`src/rtl/dmem_access_ctrl_pkg.sv`:
```
// Shared constants, state encoding and small helpers for the data-memory
// load/store sequencer.
package dmem_pkg;

    localparam logic [1:0] STR_B  = 2'b00;
    localparam logic [1:0] STR_HW = 2'b01;
    localparam logic [1:0] STR_W  = 2'b10;

    localparam logic [2:0] F3_B  = 3'b000;
    localparam logic [2:0] F3_H  = 3'b001;
    localparam logic [2:0] F3_W  = 3'b010;
    localparam logic [2:0] F3_BU = 3'b100;
    localparam logic [2:0] F3_HU = 3'b101;

    typedef enum logic [2:0] {IDLE, LD0, LD1, ST, RESP} state_t;

    function automatic logic f3_legal(input logic we, input logic [2:0] f3);
        if (we)
            return f3 < 3'd3;
        else
            return f3 inside {F3_B, F3_H, F3_W, F3_BU, F3_HU};
    endfunction

    // Access size in bytes, taken from the low funct3 bits.
    function automatic logic [2:0] access_size(input logic [2:0] f3);
        case (f3[1:0])
            2'b00:   return 3'd1;
            2'b01:   return 3'd2;
            default: return 3'd4;
        endcase
    endfunction

endpackage

```
`src/rtl/dmem_access_ctrl_if.sv`:
```
// Request/response and data-memory signals of the load/store sequencer.
// slave is the controller's view; master is the core-plus-memory view.
interface dmem_access_ctrl_if #(parameter int ADDR_W = 9);

    logic              req_valid;
    logic              req_ready;
    logic              req_we;
    logic [2:0]        req_funct3;
    logic [ADDR_W-1:0] req_addr;
    logic [31:0]       req_wdata;
    logic              rsp_valid;
    logic [31:0]       rsp_rdata;
    logic              rsp_err;
    logic [ADDR_W-1:0] mem_rd_addr;
    logic [ADDR_W-1:0] mem_wr_addr;
    logic [31:0]       mem_wr_din;
    logic              mem_we;
    logic [1:0]        mem_write_strobe;
    logic [31:0]       mem_rd_dout;

    modport slave (
        input  req_valid, req_we, req_funct3, req_addr, req_wdata, mem_rd_dout,
        output req_ready, rsp_valid, rsp_rdata, rsp_err,
               mem_rd_addr, mem_wr_addr, mem_wr_din, mem_we, mem_write_strobe
    );

    modport master (
        output req_valid, req_we, req_funct3, req_addr, req_wdata, mem_rd_dout,
        input  req_ready, rsp_valid, rsp_rdata, rsp_err,
               mem_rd_addr, mem_wr_addr, mem_wr_din, mem_we, mem_write_strobe
    );

endinterface

```
`src/rtl/dmem_access_ctrl_load_extend.sv`:
```
// Picks the load bytes out of two consecutive memory words starting at the
// byte offset, then sign- or zero-extends them according to funct3.
module load_extend
    import dmem_pkg::*;
(
    input  logic [31:0] lo_word,
    input  logic [31:0] hi_word,
    input  logic [1:0]  offset,
    input  logic [2:0]  funct3,
    output logic [31:0] rdata
);

    logic [7:0][7:0] pair;
    logic [31:0]     data;

    always_comb begin
        pair = {hi_word, lo_word};
        data = '0;
        for (int k = 0; k < 4; k++)
            data[8*k +: 8] = pair[3'(offset) + 3'(k)];
        case (funct3)
            F3_B:    rdata = {{24{data[7]}}, data[7:0]};
            F3_H:    rdata = {{16{data[15]}}, data[15:0]};
            F3_BU:   rdata = {24'h0, data[7:0]};
            F3_HU:   rdata = {16'h0, data[15:0]};
            default: rdata = data;
        endcase
    end

endmodule

```
`src/rtl/dmem_access_ctrl.sv`:
```
// Load/store sequencer: splits accesses the byte-lane memory cannot do natively
// into legal word reads or byte writes, and returns extended load data.
module dmem_access_ctrl
    import dmem_pkg::*;
#(
    parameter int DEPTH  = 128,
    parameter int ADDR_W = $clog2(DEPTH * 4)
) (
    input logic clk,
    input logic rst,
    dmem_access_ctrl_if.slave bus
);

    localparam logic [ADDR_W-1:0] LAST_BYTE = ADDR_W'(DEPTH * 4 - 1);
    localparam logic [ADDR_W-3:0] LAST_WORD = (ADDR_W - 2)'(DEPTH - 1);

    state_t            state;
    logic [1:0]        off_q;
    logic [2:0]        f3_q;
    logic [1:0]        cnt;
    logic [1:0]        last_cnt;
    logic [31:0]       lo_q;
    logic [31:0]       lo_sel;
    logic [31:0]       ext_data;
    logic              crossing;
    logic              split;
    logic [ADDR_W-1:0] next_word_addr;
    logic [ADDR_W-1:0] next_byte_addr;

    always_comb begin
        lo_sel   = (state == LD0) ? bus.mem_rd_dout : lo_q;
        crossing = (4'(off_q) + 4'(access_size(f3_q))) > 4'd4;
        split    = ((bus.req_funct3 == F3_H) && (bus.req_addr[1:0] == 2'd3)) ||
                   ((bus.req_funct3 == F3_W) && (bus.req_addr[1:0] != 2'd0));
        next_word_addr = (bus.mem_rd_addr[ADDR_W-1:2] == LAST_WORD) ? '0 :
                         {bus.mem_rd_addr[ADDR_W-1:2] + 1'b1, 2'b00};
        next_byte_addr = (bus.mem_wr_addr == LAST_BYTE) ? '0 : bus.mem_wr_addr + 1'b1;
    end

    load_extend u_load_extend (
        .lo_word (lo_sel),
        .hi_word (bus.mem_rd_dout),
        .offset  (off_q),
        .funct3  (f3_q),
        .rdata   (ext_data)
    );

    always_ff @(posedge clk or negedge rst) begin
        if (!rst) begin
            state                <= IDLE;
            off_q                <= '0;
            f3_q                 <= '0;
            cnt                  <= '0;
            last_cnt             <= '0;
            lo_q                 <= '0;
            bus.req_ready        <= 1'b1;
            bus.rsp_valid        <= 1'b0;
            bus.rsp_rdata        <= '0;
            bus.rsp_err          <= 1'b0;
            bus.mem_rd_addr      <= '0;
            bus.mem_wr_addr      <= '0;
            bus.mem_wr_din       <= '0;
            bus.mem_we           <= 1'b0;
            bus.mem_write_strobe <= STR_B;
        end else begin
            case (state)
                IDLE: if (bus.req_valid && bus.req_ready) begin
                    bus.req_ready <= 1'b0;
                    f3_q          <= bus.req_funct3;
                    off_q         <= bus.req_addr[1:0];
                    cnt           <= '0;
                    if (!f3_legal(bus.req_we, bus.req_funct3)) begin
                        state         <= RESP;
                        bus.rsp_valid <= 1'b1;
                        bus.rsp_err   <= 1'b1;
                        bus.rsp_rdata <= '0;
                    end else if (bus.req_we) begin
                        state           <= ST;
                        bus.mem_we      <= 1'b1;
                        bus.mem_wr_addr <= bus.req_addr;
                        bus.mem_wr_din  <= bus.req_wdata;
                        // Legal store funct3 values 0..2 coincide with the native strobe codes.
                        bus.mem_write_strobe <= split ? STR_B : bus.req_funct3[1:0];
                        last_cnt <= !split ? 2'd0 : (bus.req_funct3 == F3_H) ? 2'd1 : 2'd3;
                    end else begin
                        state           <= LD0;
                        bus.mem_rd_addr <= {bus.req_addr[ADDR_W-1:2], 2'b00};
                    end
                end
                LD0: begin
                    lo_q <= bus.mem_rd_dout;
                    if (crossing) begin
                        state           <= LD1;
                        bus.mem_rd_addr <= next_word_addr;
                    end else begin
                        state         <= RESP;
                        bus.rsp_valid <= 1'b1;
                        bus.rsp_rdata <= ext_data;
                    end
                end
                LD1: begin
                    state         <= RESP;
                    bus.rsp_valid <= 1'b1;
                    bus.rsp_rdata <= ext_data;
                end
                ST: if (cnt == last_cnt) begin
                    state                <= RESP;
                    bus.mem_we           <= 1'b0;
                    bus.mem_write_strobe <= STR_B;
                    bus.rsp_valid        <= 1'b1;
                end else begin
                    cnt             <= cnt + 2'd1;
                    bus.mem_wr_addr <= next_byte_addr;
                    bus.mem_wr_din  <= {8'h00, bus.mem_wr_din[31:8]};
                end
                RESP: begin
                    state         <= IDLE;
                    bus.rsp_valid <= 1'b0;
                    bus.rsp_err   <= 1'b0;
                    bus.rsp_rdata <= '0;
                    bus.req_ready <= 1'b1;
                end
                default: state <= IDLE;
            endcase
        end
    end

endmodule
```
`src/flat_wrapper.sv`:
```
// flat-port wrapper written by rule: the top's interface ports become plain ports
module dmem_access_ctrl_flat import dmem_pkg::*;
#(
    parameter int DEPTH  = 128,
    parameter int ADDR_W = $clog2(DEPTH * 4)
)
  (clk, rst, bus_req_valid, bus_req_we, bus_req_funct3, bus_req_addr, bus_req_wdata, bus_mem_rd_dout, bus_req_ready, bus_rsp_valid, bus_rsp_rdata, bus_rsp_err, bus_mem_rd_addr, bus_mem_wr_addr, bus_mem_wr_din, bus_mem_we, bus_mem_write_strobe);
  dmem_access_ctrl_if #(.ADDR_W(ADDR_W)) bus_i ();
  input logic clk;
  input logic rst;
  input wire logic [$bits(bus_i.req_valid)-1:0] bus_req_valid;
  input wire logic [$bits(bus_i.req_we)-1:0] bus_req_we;
  input wire logic [$bits(bus_i.req_funct3)-1:0] bus_req_funct3;
  input wire logic [$bits(bus_i.req_addr)-1:0] bus_req_addr;
  input wire logic [$bits(bus_i.req_wdata)-1:0] bus_req_wdata;
  input wire logic [$bits(bus_i.mem_rd_dout)-1:0] bus_mem_rd_dout;
  output wire logic [$bits(bus_i.req_ready)-1:0] bus_req_ready;
  output wire logic [$bits(bus_i.rsp_valid)-1:0] bus_rsp_valid;
  output wire logic [$bits(bus_i.rsp_rdata)-1:0] bus_rsp_rdata;
  output wire logic [$bits(bus_i.rsp_err)-1:0] bus_rsp_err;
  output wire logic [$bits(bus_i.mem_rd_addr)-1:0] bus_mem_rd_addr;
  output wire logic [$bits(bus_i.mem_wr_addr)-1:0] bus_mem_wr_addr;
  output wire logic [$bits(bus_i.mem_wr_din)-1:0] bus_mem_wr_din;
  output wire logic [$bits(bus_i.mem_we)-1:0] bus_mem_we;
  output wire logic [$bits(bus_i.mem_write_strobe)-1:0] bus_mem_write_strobe;
  assign bus_i.req_valid = bus_req_valid;
  assign bus_i.req_we = bus_req_we;
  assign bus_i.req_funct3 = bus_req_funct3;
  assign bus_i.req_addr = bus_req_addr;
  assign bus_i.req_wdata = bus_req_wdata;
  assign bus_i.mem_rd_dout = bus_mem_rd_dout;
  assign bus_req_ready = bus_i.req_ready;
  assign bus_rsp_valid = bus_i.rsp_valid;
  assign bus_rsp_rdata = bus_i.rsp_rdata;
  assign bus_rsp_err = bus_i.rsp_err;
  assign bus_mem_rd_addr = bus_i.mem_rd_addr;
  assign bus_mem_wr_addr = bus_i.mem_wr_addr;
  assign bus_mem_wr_din = bus_i.mem_wr_din;
  assign bus_mem_we = bus_i.mem_we;
  assign bus_mem_write_strobe = bus_i.mem_write_strobe;
  dmem_access_ctrl #(.DEPTH(DEPTH), .ADDR_W(ADDR_W)) u_core (.clk(clk), .rst(rst), .bus(bus_i));
endmodule
```
`config.mk`:
```
export PLATFORM = sky130hd
export DESIGN_NAME = dmem_access_ctrl_flat
export DESIGN_NICKNAME = d
export VERILOG_FILES = /design/src/rtl/dmem_access_ctrl_pkg.sv /design/src/rtl/dmem_access_ctrl_if.sv /design/src/rtl/dmem_access_ctrl_load_extend.sv /design/src/rtl/dmem_access_ctrl.sv /design/src/flat_wrapper.sv
export SDC_FILE = /design/constraint.sdc
export NUM_CORES = 1
export LEC_CHECK = 0
export CORE_AREA = 2 2 144 146
export DETAILED_ROUTE_END_ITERATION = 6
export DIE_AREA = 0 0 146 148
export HOLD_SLACK_MARGIN = 0.02
export PLACE_DENSITY = 0.68
export SYNTH_ARGS = -nofsm -noshare
export SYNTH_HDL_FRONTEND = slang
export SYNTH_HIERARCHICAL = 1
export SYNTH_SLANG_ARGS = --single-unit
```
`constraint.sdc`:
```
create_clock -name clk -period 4.1 [get_ports clk]
set_clock_uncertainty 0.15 [all_clocks]
set_input_delay 0.41 -clock clk [delete_from_list [all_inputs] [get_ports clk]]
set_output_delay 0.41 -clock clk [all_outputs]
set_load 0.01 [all_outputs]
```
**Word-level counts from Yosys, hierarchy flattened**

Cells that the tools add are included.

- Reductions and logical operators: 26
- Magnitude comparators: 6
- Add/subtract/negate cells: 7
- Equality and inequality tests: 25
- Muxes and demuxes: 65

Operators by type and width:

| kind | count |
|---|---|
| $mux W32 | 8 |
| $pmux W32 S4 | 2 |
| $mux W9 | 10 |
| $bmux W8 S3 | 3 |
| $pmux W32 S2 | 1 |
| $pmux W9 S2 | 2 |
| $mux W8 | 4 |
| $mux W2 | 10 |
| $reduce_and A5 Y1 | 4 |
| $bmux W8 S2 | 1 |
| $eq A3 B3 Y1 const B | 5 |
| $lt A3 B4 Y1 const B | 3 |
| $mux W1 | 12 |
| $mux W3 | 4 |
| $pmux W3 S4 | 1 |
| $ne A2 B2 Y1 const B | 5 |
| $reduce_bool A5 Y1 | 2 |
| $add A9 B1 Y9 const B | 1 |
| $eq A3 B1 Y1 const B | 3 |
| $eq A3 B2 Y1 const B | 3 |
| $eq A9 B9 Y1 const B | 1 |
| $logic_not A3 Y1 | 3 |
| $ne A2 B1 Y1 const B | 4 |
| $pmux W2 S2 | 2 |
| other kinds (23) | 35 |

- Output and inout bits: 88
- Flip-flop bits (word level): 132
- Input bits: 80
- Word-level logic and storage cells: 144

**Depth between registers and ports, before layout**

- Depth in word-level cells: 8
- Depth in mapped cells: 14
- Mapped depth without buffers: 9

**By module**

Netlist, hierarchy kept.

By module, submodules not included:

| module | seq. area each (um^2) | cells an instance | area each (um^2) | times used |
|---|---|---|---|---|
| dmem_access_ctrl | 3254.4 | 663 | 6309.8 | 1 |
| load_extend | 0.0 | 130 | 1612.8 | 1 |

**Worst setup path after synthesis**

Ideal clock, no wire load.

- Path type: register -> register
- From: register u_core.off_q[0]
- To: register u_core.bus.rsp_rdata[16]
- Clock period less this slack: 3267 ps
- Data required time: 3871 ps
- Buffers on the path: 6
- Path slack: 833 ps
- Arrival: 3038 ps
- Library setup time: 79 ps
- Stages on the path, launching flop included: 15
- Cell sequence: dfrtp_1 -> buf_4 -> buf_4 -> buf_2 -> inv_1 -> ha_1 -> buf_4 -> mux4_2 -> mux2i_1 -> or4b_1 -> buf_2 -> buf_6 -> o21ai_0 -> nand2_1 -> mux2i_1

- Word-level cells in the longest chain between the ends: 6
- Elaborated cells on any way between the ends: 15
- Those cells by class: add/sub (3); order compare (1); eq/ne (1); mux (9); reduce/logical (1)

Ends and longest elaborated chain:

| element | RTL line | text |
|---|---|---|
| start: declaration | dmem_access_ctrl.sv:18 | `logic [1:0] off_q;` |
| start signal: assignment | dmem_access_ctrl.sv:70 | `off_q <= bus.req_addr[1:0];` |
| $add A2 B2 Y3 or $add A2 B1 Y3 (tied branches) | dmem_access_ctrl_load_extend.sv:20 | `data[8*k +: 8] = pair[3'(offset) + 3'(k)];` |
| $bmux W8 S3 | dmem_access_ctrl_load_extend.sv:20 |  |
| $mux W8 (not written as such) | dmem_access_ctrl_load_extend.sv:20 |  |
| $pmux W32 S4 * | dmem_access_ctrl_load_extend.sv:21 | `case (funct3)` |
| named net u_core.ext_data[16] | dmem_access_ctrl.sv:24 | `logic [31:0] ext_data;` |
| $mux W32 | dmem_access_ctrl.sv:92 | `if (crossing) begin` |
| $pmux W32 S4 * | dmem_access_ctrl.sv:66 | `case (state)` |
| end signal: assignment | dmem_access_ctrl.sv:98 | `bus.rsp_rdata <= ext_data;` |
| end signal: assignment | dmem_access_ctrl.sv:104 | `bus.rsp_rdata <= ext_data;` |
| end: declaration | dmem_access_ctrl_if.sv:23 | `output req_ready, rsp_valid, rsp_rdata, rsp_err,` |

Mark *: on every way through the listed nets, which the timed path passes. The rest lies on a longest branch. The select of a mux whose other input is x is not followed.
A chain may end at the register's enable or synchronous reset.

**Final worst setup path**

- From: register u_core.state[0]
- To: register u_core.bus.rsp_rdata[21]

- Word-level cells in the longest chain between the ends: 7
- Elaborated cells on any way between the ends: 19
- Those cells by class: eq/ne (6); mux (10); reduce/logical (3)

Ends and longest elaborated chain:

| element | RTL line | text |
|---|---|---|
| start: declaration | dmem_access_ctrl.sv:17 | `state_t state;` |
| start signal: assignment | dmem_access_ctrl.sv:50 | `state <= IDLE;` |
| start signal: assignment | dmem_access_ctrl.sv:73 | `state <= RESP;` |
| start signal: assignment | dmem_access_ctrl.sv:78 | `state <= ST;` |
| $eq A3 B1 Y1 * | dmem_access_ctrl.sv:31 | `lo_sel = (state == LD0) ? bus.mem_rd_dout : lo_q;` |
| $mux W32 * | n/a |  |
| named net u_core.lo_sel[23] | dmem_access_ctrl.sv:23 | `logic [31:0] lo_sel;` |
| $bmux W8 S3 or $bmux W8 S2 (tied branches) | dmem_access_ctrl_load_extend.sv:20 |  |
| $mux W8 (not written as such) | dmem_access_ctrl_load_extend.sv:20 |  |
| $pmux W32 S4 * | dmem_access_ctrl_load_extend.sv:21 |  |
| named net u_core.ext_data[21] | dmem_access_ctrl.sv:24 |  |
| $mux W32 | dmem_access_ctrl.sv:92 |  |
| $pmux W32 S4 * | dmem_access_ctrl.sv:66 |  |

Marked as above.

==> run metrics <==
CP max FO=19; wire length per cell=roughly 18 um; most frequent cells in the layout=nand2_1, clkdlybuf4s50_1, dfrtp_1, inv_1, mux4_2; root buf cell=clkbuf_16; H-tree levels=4; min Tclk post-route=between 3000 and 4000 ps; Vias/cell=5.36; Switching Share=between 40 and 50%; Yosys warnings=6; dpl hpwl=about 15 mm; clk slew on worst S/H paths=roughly 60 ps; Max VDD drop=~0.00035 V; Least-Margin Pin Slew=slightly below 1000 ps; initial cell density of the core=slightly below 40%; Synth cell types=63; sequential area share after synthesis=between 40% and 50%; Crit path required time=around 4200 ps; Cell Area, Synth=7920 um^2; insertion delay to the later sink of the worst-skew pair=420 ps; gr busiest metal=met2; num ports=around 170; Nets=between 1000 and 1500; Hold Path Origin=u_core/bus.mem_wr_din[1]; GRT Overall Usage=roughly a fifth; hold path depth=1; Area Growth Syn to Fin=30.0%; cell mode on critical path=nand2_1; DR vias=around 6600; fillers=~1900; antenna cell count=0; cell family with most CP delay=simple AND/OR/NAND/NOR gates; status=finished clean; I/O Buffers=165; WL final=between 20 and 25 mm; layout cells sized above 1=between 10% and 20%; syn_area_per_cell=between 9 and 10 um^2; first-pass GRT wire length=approximately 35 mm; Core ar.=20000 um^2; Slew HR=between 30% and 40%; DRT iter0 DRCs=464; final worst-path cycle share=between 80% and 90%; WS Path Type=reg2reg; vias in the first global route=around 6500; setup_tns=0 ps; leakage=~4.4 nW; critical path buffer and inverter count=0; Net Sw Power=roughly 3.3 mW; R2R depth=9; power share of the clock group=between 10% and 20%; Flop pwr share=approximately 28%; reg2reg end=u_core/bus.rsp_rdata[21]; slowest stage delay, CP=between 700 and 800 ps; Max Clock Freq=around 290 MHz; slowest CP cell=dfrtp_1; deepest clock path buffer count=2; die area=around 22000 um^2; Hold EP=u_core/bus.mem_wr_din[1]; number of synthesized flops with an enable pin=0; Synth Instances=793; largest net degree at the start of global routing=100; worst r2r src=u_core/state[0]; post-CTS setup buffers=0; internal power=between 4 and 5 mW; #FFs+latches synth=130; Design Power=just over 8 mW; Pwr per Cell Area=between 800 and 900 nW/um^2; die height=roughly 150 um; Max-Cap Viols=0; Final ANT Viol Nets=0; setup slack, reg-to-reg=around 690 ps; Gate power share=between 50% and 60%; crit path capture type=register; RSZ-0062 raised after global routing=no; most used flip-flop cell after synthesis=dfrtp_1; cells along the critical path=or3b_1, nand2_1, nand2_1, mux4_2, mux2i_1, or4b_1, o21ai_0, nand2_1, mux2i_1; final number of max-transition violations=0; # rows=between 50 and 60; met2 Usage GRT=between 30% and 40%; number of clock sinks=130; Final setup violation count=0; die width=146 um; Num CTS Buffers=17; CTS tree=done; GR Layer Usage met1=between 20% and 30%; Async S/R FF share, synth=100%; Setup crit start kind=register; HP Class=reg2reg; antenna violations before repair=0; commonest non-fill, non-tap cell in the layout=nand2_1; Placer Congestion=0.824; Hold Vio Cnt, Final=0; worst path arrival time=3540 ps; DR DRC count=0; drt first pass iters=5; total gr overflow=0; grt met3 use=just under 5%
==> worst reg2reg max path, stage by stage (launching register included) <==
cell and delay, ps:
dfrtp_1 720, or3b_1 650, nand2_1 160, nand2_1 130, mux4_2 490, mux2i_1 180, or4b_1 470, o21ai_0 180
nand2_1 90, mux2i_1 70
==> layer usage <==
layer / vias up / routed length, um
met5: - / 0
met4: 0 / 459
met3: 30 / 1470
met2: 248 / 10600
met1: 3211 / 9100
li1: 3064 / -
==> power by group through the flow <==
| stage | logic, mW | clock network, mW | registers [mW] |
|---|---|---|---|
| floorplan | 2.92 | 0 | 2.34 |
| global placement | 4.44 | 0 | 2.31 |
| detailed placement | 4.51 | 0 | 2.32 |
| CTS | 4.53 | 1.49 | 2.31 |
| global route | 4.89 | 1.55 | 2.39 |
| finish | 4.51 | 1.46 | 2.30 |
==> cells by family (layout without fill, tap and decap cells) <==
kind of cell | Yosys count | in the layout | synth area share (%)
and+or+nand+nor | 305 | 305 | 16.6
DFF | 130 | 130 | 41.1
muxes | 127 | 127 | 24.3
buffers and inverters | 110 | 268 | 6.73
AOI/OAI and AO/OA | 107 | 107 | 9.29
adders and majority gates | 9 | 9 | 1.50
xor gates and xnor gates | 4 | 4 | 0.442
other | 1 | 2 | 0.0473
==> worst max path at each step <==
stage	to	startpoint	depth (start not counted)	slack (ps)
6_report	u_core/bus.rsp_rdata[21]	u_core/state[0]	9	690
5_1_grt	u_core/bus.rsp_rdata[23]	u_core/state[0]	9	380
4_1_cts	u_core/bus.rsp_rdata[21]	u_core/state[0]	9	690
3_5_place_dp	u_core/bus.rsp_rdata[23]	u_core/state[0]	9	700
3_3_place_gp	u_core/bus.rsp_rdata[19]	u_core/state[0]	9	820
2_1_floorplan	u_core/bus.rsp_rdata[16]	u_core/off_q[0]	14	830
==> state kept, by name, indices dropped and copies added, names as in the netlist, 3 cells and up <==
| register | count |
|---|---|
| u_core/bus.mem_rd_addr | 7 |
| u_core/bus.rsp_rdata | 32 |
| u_core/f3_q | 3 |
| u_core/bus.mem_wr_addr | 9 |
| u_core/state | 3 |
| u_core/lo_q | 32 |
| u_core/bus.mem_wr_din | 32 |
==> metrics by stage <==
step	instances	util [%]	worst slack, ps	area (um^2)	hold WS [ps]
after global placement	1189	48.5	819	9720	319
after floorplan	794	-	833	7930	-35.6
after global routing	1222	51.4	378	10300	358
final	1222	51.4	692	10300	338
after detailed placement	1189	48.5	697	9720	329
after CTS	1222	51.4	688	10300	343
==> Yosys cell counts, drive strengths merged (4+ instances only) <==
master | number | area [um^2]
mux2i | 40 | 400
nand4 | 9 | 56.3
a22o | 12 | 105
buf | 34 | 246
ha | 7 | 87.6
xnor2 | 4 | 35.0
o221ai | 7 | 61.3
a21oi | 10 | 50.1
dfrtp | 129 | 3230
nor2b | 13 | 81.3
inv | 53 | 199
mux4 | 48 | 1080
a32o | 4 | 40.0
mux2 | 39 | 439
nor2 | 12 | 45.0
clkbuf | 23 | 87.6
and3 | 6 | 37.5
o22ai | 5 | 31.3
o31ai | 5 | 42.5
nand3 | 14 | 70.1
o21ai | 43 | 215
nand2 | 232 | 871
==> final cells by class <==
class	instances	area (um^2)	share of cell area, %
multi-input combinational	554	4150	40.3
sequential	130	3260	31.6
timing repair buffer	183	1790	17.4
clock buffer	17	425	4.13
tap	270	338	3.28
inverter	53	199	1.93
clock inverter	15	141	1.37
==> repair_timing <==
item | 4_1_cts | 5_1_grt
hold buffers | 1 | 0
gates resized for setup | 0 | 0
endpoints found under the hold margin | 51 | 0
Power figures use the tool's default switching activity.
